$ cat src/rtl/iq_width_reducer.sv
// rtl/iq_width_reducer.sv - N-channel signed width reducer: shift, round, saturate, clip monitor
// Two-stage pipeline: stage 1 scales each channel, stage 2 saturates and tracks clip events.
module iq_width_reducer #(
  parameter int NUM_CH     = 2,
  parameter int IN_WIDTH   = 16,
  parameter int OUT_WIDTH  = 12,
  parameter int ROUND_MODE = 1,
  parameter int CNT_WIDTH  = 16,
  localparam int SHIFT_W   = $clog2(IN_WIDTH)
) (
  input  logic                           clk,
  input  logic                           reset_n,
  input  logic                           in_valid,
  input  logic [NUM_CH*IN_WIDTH-1:0]     data_in,
  input  logic [SHIFT_W-1:0]             shift,
  input  logic                           ovf_clr,
  output logic                           out_valid,
  output logic [NUM_CH*OUT_WIDTH-1:0]    data_out,
  output logic [NUM_CH-1:0]              ovf,
  output logic [CNT_WIDTH-1:0]           clip_cnt
);

  localparam int YW = IN_WIDTH + 1;
  localparam logic [SHIFT_W-1:0]   MAX_SHIFT = SHIFT_W'(IN_WIDTH - 1);
  localparam logic signed [YW-1:0] SAT_MAX   = YW'((1 << (OUT_WIDTH - 1)) - 1);
  localparam logic signed [YW-1:0] SAT_MIN   = YW'(-(1 << (OUT_WIDTH - 1)));

  logic [SHIFT_W-1:0]          w_shift;
  logic signed [YW-1:0]        w_half;
  logic [NUM_CH*YW-1:0]        w_y_flat;
  logic [NUM_CH*OUT_WIDTH-1:0] w_sat_flat;
  logic [NUM_CH-1:0]           w_clip;
  logic                        w_any_clip;

  logic                        r_v1;
  logic [NUM_CH*YW-1:0]        r_y_flat;
  logic                        r_out_valid;
  logic [NUM_CH*OUT_WIDTH-1:0] r_data_out;
  logic [NUM_CH-1:0]           r_ovf;
  logic [CNT_WIDTH-1:0]        r_clip_cnt;

  // Out-of-range shift codes only exist when the shift field can exceed IN_WIDTH-1.
  generate
    if ((1 << SHIFT_W) > IN_WIDTH) begin : g_clamp
      assign w_shift = (shift > MAX_SHIFT) ? MAX_SHIFT : shift;
    end else begin : g_noclamp
      assign w_shift = shift;
    end
  endgenerate

  assign w_half = (w_shift == '0) ? '0 : (YW'(1) << (w_shift - 1'b1));

  genvar g;
  generate
    for (g = 0; g < NUM_CH; g++) begin : g_ch
      logic signed [YW-1:0] w_x;
      logic signed [YW-1:0] w_sum;
      logic signed [YW-1:0] w_r;

      // One guard bit keeps +full-scale plus the rounding half from wrapping.
      assign w_x   = {data_in[g*IN_WIDTH + IN_WIDTH - 1], data_in[g*IN_WIDTH +: IN_WIDTH]};
      assign w_sum = w_x + w_half;
      assign w_y_flat[g*YW +: YW] = (ROUND_MODE != 0) ? (w_sum >>> w_shift) : (w_x >>> w_shift);

      assign w_r = r_y_flat[g*YW +: YW];
      assign w_clip[g] = (w_r > SAT_MAX) || (w_r < SAT_MIN);
      assign w_sat_flat[g*OUT_WIDTH +: OUT_WIDTH] =
          (w_r > SAT_MAX) ? SAT_MAX[OUT_WIDTH-1:0] :
          (w_r < SAT_MIN) ? SAT_MIN[OUT_WIDTH-1:0] : w_r[OUT_WIDTH-1:0];
    end
  endgenerate

  assign w_any_clip = r_v1 && (|w_clip);

  always_ff @(posedge clk or negedge reset_n) begin
    if (!reset_n) begin
      r_v1     <= 1'b0;
      r_y_flat <= '0;
    end else begin
      r_v1 <= in_valid;
      if (in_valid) begin
        r_y_flat <= w_y_flat;
      end
    end
  end

  // A clip arriving together with ovf_clr wins, so the event is never lost.
  always_ff @(posedge clk or negedge reset_n) begin
    if (!reset_n) begin
      r_out_valid <= 1'b0;
      r_data_out  <= '0;
      r_ovf       <= '0;
      r_clip_cnt  <= '0;
    end else begin
      r_out_valid <= r_v1;
      if (r_v1) begin
        r_data_out <= w_sat_flat;
      end
      if (ovf_clr) begin
        r_ovf      <= r_v1 ? w_clip : '0;
        r_clip_cnt <= w_any_clip ? CNT_WIDTH'(1) : '0;
      end else begin
        r_ovf <= r_ovf | (r_v1 ? w_clip : '0);
        if (w_any_clip && (r_clip_cnt != '1)) begin
          r_clip_cnt <= r_clip_cnt + 1'b1;
        end
      end
    end
  end

  assign out_valid = r_out_valid;
  assign data_out  = r_data_out;
  assign ovf       = r_ovf;
  assign clip_cnt  = r_clip_cnt;

endmodule

$ cat config.mk
export PLATFORM = sky130hd
export DESIGN_NAME = iq_width_reducer
export DESIGN_NICKNAME = d
export VERILOG_FILES = /design/src/rtl/iq_width_reducer.sv
export SDC_FILE = /design/constraint.sdc
export NUM_CORES = 1
export LEC_CHECK = 0
export ABC_AREA = 1
export CAP_MARGIN = 40
export CORE_UTILIZATION = 28
export CTS_BUF_LIST = sky130_fd_sc_hd__clkbuf_8
export CTS_CLUSTER_DIAMETER = 40
export DETAILED_ROUTE_END_ITERATION = 16
export SETUP_SLACK_MARGIN = 0.3
export SYNTH_ARGS = -nofsm -noshare
export SYNTH_HDL_FRONTEND = slang
export SYNTH_SLANG_ARGS = --single-unit
$ cat constraint.sdc
create_clock -name clk -period 2.5 [get_ports clk]
set_input_delay 0.25 -clock clk [delete_from_list [all_inputs] [get_ports clk]]
set_output_delay 0.25 -clock clk [all_outputs]
set_load 0.005 [all_outputs]
==> metrics.md, run 1 <==
| Metric | Value |
|---|---|
| Slew Limit Fails | 0 |
| Antenna Nets Post-Route | 0 |
| Commonest cells in the netlist | nand2_1 (288), nand3_1 (169), inv_1 (130) |
| Most Crowded Layer GR | met2 |
| Fmax achieved | 0.443 GHz |
| Power Dens Cells | 383 nW/um^2 |
| Crit path kind | in -> reg |
| Layout Nets | 1357 |
| Tot Pwr | 0.00398 W |
| TritonCTS clock tree | built |
| Area share of the leading cell type in the synthesized netlist | 28.0% |
| #FFs+latches synth | 78 |
| Register area | 1950 um^2 |
| Fin cells | 1619 |
| First-pass GRT wire length | 36900 um |
| Dominant synthesized flop cell | dfrtp_1 |
| CP endpoint kind | flop |
| Fillers | 2541 |
| Worst hold margin | 300 ps |
| Port buffer count | 82 |
| Post-synthesis sequential area ratio | 28.0% |
| H-tree Lvls | 3 |
| Clock root buffer | clkbuf_8 |
| DR iter-0 viols | 514 |
| Setup-failing EPs final | 0 |
| Warnings, synthesis | 0 |
| Fin crit share | 90.2% |
| Avg Inst Size Synth | 6.32 um^2 |
| TritonCTS Buffers | 9 |
| Final min period | 2260 ps |
| Slew HR | 58.6% |
| Slowest CP cell | ha_4 |
| DP HPWL | 17800 um |
| Setup WS pre-CTS | -859 ps |
| Met2 Use GR | 28.1% |
| Wire per inst | 14.1 um |
| Met1 Usage GRT | 25.2% |
| Initial core utilization | 28.6% |
| DRT Pass-1 Iters | 5 |
| Area of the multi-input gates | 5430 um^2 |
| Most numerous cell in the Yosys netlist | nand2_1 |
| RSZ-0062 raised after global routing | true |
| Clock buffer depth | 2 |
| R2R depth | 11 |
| Routed WL | 22900 um |
| Run status | finished clean |
| Die Width | 160 um |
| Cell Rows | 57 |
| TritonCTS Sinks | 78 |
| DRC violations left | 0 |
| Vias per Instance | 4.87 |
| Async S/R FF share, synth | 100% |
| Grt total ovfl | 0 |
| Clk_skew | 5.52 ps |
| CP most frequent cell | nand2_2 |
| Die ar. | 25500 um^2 |
| Area grow syn2layout | 49.0% |
| Clock latency on the worst-skew pair | 350 ps |
| Max Cap Violations | 0 |
| Hold Violations, Final | 0 |
| Startpoint class of the critical path | input port |
| Static leakage | 4.96 nW |
| Peak VDD IR | 0.000301 V |
| EDFF count, synth | 0 |
| Synth area leaders | dfrtp_1 (28%), nand2_1 (16%), nand3_1 (12%) |
| Area leader, netlist | dfrtp_1 |
| Largest net degree at the start of global routing | 66 |
| Final WS setup | 244 ps |
| Total GRT Usage | 17.6% |
| Met3 usage | 2.00% |
| CP peak stage delay | 260 ps |
| Worst path cell trace | buf_6 -> buf_12 -> inv_8 -> nor2_4 -> inv_8 -> nor2_4 -> ha_4 -> nand2_2 -> inv_2 -> nand2_1 -> nand2_2 -> inv_2 -> nand2_2 -> nand2_4 -> nand2_2 -> nand2_2 -> nand2_4 -> buf_12 -> a21oi_4 -> buf_12 -> a21oi_1 |
| Mapped Cells | 1103 |
| Post-synth cell types | 51 |
| Placed instance count | 1586 |
| Vias in the first global route | 7391 |
| Max FO, Critical Path | 8 |
| Routability congestion estimate from global placement | 0.947 |
| Least-Margin Pin Slew | 620 ps |
| Layout cells sized above 1 | 33.4% |
| Mapped Area | 6970 um^2 |
| Ant diodes | 0 |
| Crit path arrival time | 2500 ps |
| Die height | 160 um |
| Hold Crit Class | in -> async |
| DR vias | 7878 |
| Worst-path clk slew | 70 ps |
| Initial antenna violation count | 0 |
| IO Pins | 83 |
| Placeable Area | 24400 um^2 |
| Critical Path RT | 2740 ps |
[kinds of logic (layout without fill, tap and decap cells)]
logic type | count (synthesis) | after routing | synth area share (%)
AO/OA/AOI/OAI | 147 | 147 | 12.2
XOR/XNOR | 8 | 8 | 1.01
adder cells (fa/ha/maj) | 25 | 25 | 4.49
buffers and inverters | 177 | 368 | 10.1
flip-flops | 78 | 78 | 28.0
multiplexers | 2 | 2 | 0.323
other | 1 | 2 | 0.0538
AND/OR/NAND/NOR | 665 | 665 | 43.9
[layout by cell type (no fill, tap or decap), types with 4 or more instances in the layout]
cell,synthesis,routed
nor2_4,4,15
ha_1,25,6
nor2_2,7,15
a21oi_1,63,35
clkdlybuf4s50_1,0,75
buf_4,4,123
inv_2,8,14
dfrtp_1,78,78
clkbuf_8,0,10
o21ai_0,31,23
o21ai_1,6,9
nand3_2,9,53
inv_1,130,123
nand4_1,17,17
nand2_2,32,76
xor2_1,6,4
nand2_4,4,21
nor2_1,111,92
ha_4,0,16
a21oi_2,3,25
buf_6,1,7
o21ai_2,1,6
a21oi_4,0,6
nor3b_2,2,4
buf_12,0,4
nand3_1,169,123
o22ai_1,22,22
nand2_1,288,226
[where the power goes]
group | switching (W) | internal, W
registers | 0.000110 | 0.00142
logic | 0.000900 | 0.000751
clock network | 0.000435 | 0.000366
[path summary, 6_finish.rpt]
path	from	to	slack, ps
min reg2reg	ovf[0]$_DFF_PN0_	ovf[0]$_DFF_PN0_	490
max	shift[2]	r_y_flat[10]$_DFFE_PN0P_	240
min in group clk	shift[3]	r_y_flat[6]$_DFFE_PN0P_	380
min	reset_n	r_y_flat[0]$_DFFE_PN0P_	300
max reg2reg	clip_cnt[0]$_DFFE_PN0P_	clip_cnt[12]$_DFFE_PN0P_	480
max in group asynchronous	reset_n	clip_cnt[15]$_DFFE_PN0P_	1630
[layer usage]
layer	up-vias	wire length [um]
met1	3632	11200
met2	211	10500
met4	0	296
li1	4009	-
met5	-	0
met3	26	940
[state kept, by name (all words and copies together), names as in the netlist]
signal / cells
data_out: 24
out_valid: 1
r_v1: 1
r_y_flat: 34
clip_cnt: 16
ovf: 2
[critical path, delay by kind of cell]
family / cells / cell delay [ps]
adder cells (fa/ha/maj): 1 / 260
AO/OA/AOI/OAI: 2 / 220
buffers and inverters: 8 / 710
AND/OR/NAND/NOR: 10 / 1030
[layout make-up]
type	instances	area share, %
Sequential cell	78	18.8
Tap cell	324	3.90
Clock buffer	10	1.32
Clock inverter	4	0.169
Timing Repair Buffer	214	18.3
Inverter	140	5.26
Multi-Input combinational cell	849	52.3
[stage by stage]
| stage | TNS [ps] | area (um^2) | utilization (%) |
|---|---|---|---|
| after detailed placement | -24990 | 9090 | 37.3 |
| final | 0 | 10400 | 42.6 |
| after floorplan | 0 | 7190 | - |
| after global placement | -25900 | 9060 | 37.1 |
| after global routing | 0 | 10400 | 42.6 |
| after CTS | 0 | 9850 | 40.4 |
[repair_timing]
action                                 CTS  global route
buffers inserted                        14             4
resized for setup                      126           127
pin swaps                               35            54
endpoints found under the hold margin   13             0
hold buffers                             1             0
setup endpoints to repair               39            46
(Power assumes the default switching activity.)
==> run 2, diff against run 1 <==
- CAP_MARGIN: 40 -> 5
- GPL_TIMING_DRIVEN: not set -> 0
==> metrics.md, run 2 (synthesized netlist as in run 1, its figures left out) <==
| Metric | Value |
|---|---|
| Run status | finished clean |
| NetSw | 0.00146 W |
| Crit path arrival time | 2440 ps |
| Total GRT Usage | 17.4% |
| TritonCTS clock tree | built |
| Clock buffer depth | 2 |
| Final WS setup | 309 ps |
| Max Cap Violations | 0 |
| IO Pins | 83 |
| Vias in the first global route | 7103 |
| Placed instance count | 1508 |
| Hold Crit Class | in -> reg |
| Slew Limit Fails | 0 |
| Static leakage | 4.70 nW |
| Fmax achieved | 0.456 GHz |
| TritonCTS Buffers | 9 |
| Final min period | 2190 ps |
| Setup WS pre-CTS | -1090 ps |
| Power Dens Cells | 389 nW/um^2 |
| Area grow syn2layout | 46.3% |
| Max FO, Critical Path | 6 |
| Startpoint class of the critical path | input port |
| Worst hold margin | 281 ps |
| Routability congestion estimate from global placement | 0.905 |
| DP HPWL | 17800 um |
| Grt total ovfl | 0 |
| Layout cells sized above 1 | 32.3% |
| Hold path startpoint | shift[3] |
| TritonCTS Sinks | 78 |
| Comb power frac | 40.7% |
| Layout Nets | 1296 |
| Hold Violations, Final | 0 |
| Cell Rows | 57 |
| FF-to-FF Start | clip_cnt[1]$_DFFE_PN0P_ |
| Internal Power | 0.00251 W |
| Largest net degree at the start of global routing | 55 |
| First-pass GRT wire length | 36300 um |
| Least-Margin Pin Slew | 695 ps |
| DRC violations left | 0 |
| Sequential cell fraction of total power | 38.5% |
| Placeable Area | 24400 um^2 |
| Clock root buffer | clkbuf_8 |
| Die height | 160 um |
| Die ar. | 25500 um^2 |
| Commonest non-fill, non-tap cell in the layout | nand2_1 |
| Largest register by flop count | r_y_flat |
| Vias per Instance | 4.91 |
| Dpl cell area | 8410 um^2 |
| DR vias | 7644 |
| Die Width | 160 um |
| Fin cells | 1557 |
| Crit path kind | in -> reg |
| Critical Path RT | 2750 ps |
| CP endpoint kind | flop |
| DR iter-0 viols | 440 |
| Sw frac | 36.9% |
| Fin crit share | 87.6% |
| Initial core utilization | 28.6% |
| Antenna Nets Post-Route | 0 |
| Slew HR | 53.7% |
| RSZ-0062 raised after global routing | true |
| Port buffer count | 79 |
| Initial antenna violation count | 0 |
| Worst setup path start | shift[0] |
| Routed WL | 23000 um |
| Worst-path clk slew | 80 ps |
| Ant diodes | 0 |
| Max FFs per register | 34 |
| Peak VDD IR | 0.000210 V |
| Setup-failing EPs final | 0 |
| Clk_skew | 11.2 ps |
| Wire per inst | 14.8 um |
| H-tree Lvls | 3 |
| Clk network pwr share | 20.8% |
| Design area | 10200 um^2 |
| Clock latency on the worst-skew pair | 350 ps |
| Most frequent cells in the layout | nand2_1 (205), inv_1 (116), nand3_1 (111) |
| Setup TNS | 0 ps |
| DRT Pass-1 Iters | 6 |
-- run 2: cell count changes in the layout (fill, tap and decap cells not counted), sizes merged --
| cell | previous run | this run |
|---|---|---|
| buf | 136 | 58 |
| clkbuf | 10 | 28 |
| clkdlybuf4s50 | 75 | 68 |
| clkinv | 3 | 1 |
| clkinvlp | 0 | 1 |
| dlygate4sd2 | 0 | 4 |
| dlymetal6s2s | 2 | 5 |
| inv | 141 | 140 |
-- run 2: per-stage QoR --
| step | power [W] | util, % |
|---|---|---|
| finish | 0.00397 | 41.8 |
| global route | 0.00424 | 41.8 |
| CTS | 0.00378 | 37.4 |
| detailed placement | 0.00286 | 34.5 |
| global placement | 0.00284 | 34.4 |
| floorplan | 0.00234 | - |
-- run 2: critical path, cell delays in order --
cell      delay (ps)
buf_12           120
nor2_4           210
inv_4            100
nor2_4           190
ha_4             260
nand2_4          100
nand3b_1         150
nand2_2          100
a21oi_4          200
nand2_2           80
nand2_2           70
nand3_2           80
nand2_1           90
nand2_1           70
nand3_1          100
nand2_2           80
nor2_1           100
o21ai_1           60
-- run 2: final timing paths --
path / slack (ps) / cells after the start / endpoint
max: 310 / 18 / r_y_flat[17]$_DFFE_PN0P_
min: 280 / 4 / r_y_flat[22]$_DFFE_PN0P_
max reg2reg: 480 / 11 / clip_cnt[12]$_DFFE_PN0P_
min reg2reg: 370 / 0 / out_valid$_DFF_PN0_
max in group asynchronous: 1570 / 3 / r_y_flat[19]$_DFFE_PN0P_
min in group asynchronous: 360 / 2 / r_y_flat[14]$_DFFE_PN0P_
-- run 2: area by class of cell --
cell class / count / area, um^2
fill: 2510 / 14200
multi-input combinational: 849 / 5720
sequential: 78 / 1950
timing repair buffer: 116 / 1150
inverter: 140 / 559
tap: 324 / 405
buffer: 37 / 254
clock buffer: 11 / 151
clock inverter: 2 / 11.3
-- run 2: timing repair --
action / 4_1_cts / 5_1_grt
pin swaps: 28 / 118
setup buffers: 11 / 24
hold buffers: 1 / 0
endpoints found under the setup margin: 41 / 44
hold endpoints to repair: 24 / 0
gates resized for setup: 114 / 224
-- run 2: power by group through the flow --
stage | Combinational (W) | Clock [W] | Sequential, W
after floorplan | 0.000802 | 0 | 0.00153
after global placement | 0.00129 | 0 | 0.00155
after detailed placement | 0.00130 | 0 | 0.00155
after CTS | 0.00141 | 0.000846 | 0.00153
after global routing | 0.00178 | 0.000908 | 0.00155
final | 0.00162 | 0.000827 | 0.00153
-- run 2: per-layer routing --
metal / wire length, um / track usage (%)
met1: 11000 / 24.8
met2: 10500 / 27.8
met3: 925 / 1.82
met4: 488 / 5.02
met5: 0 / 0
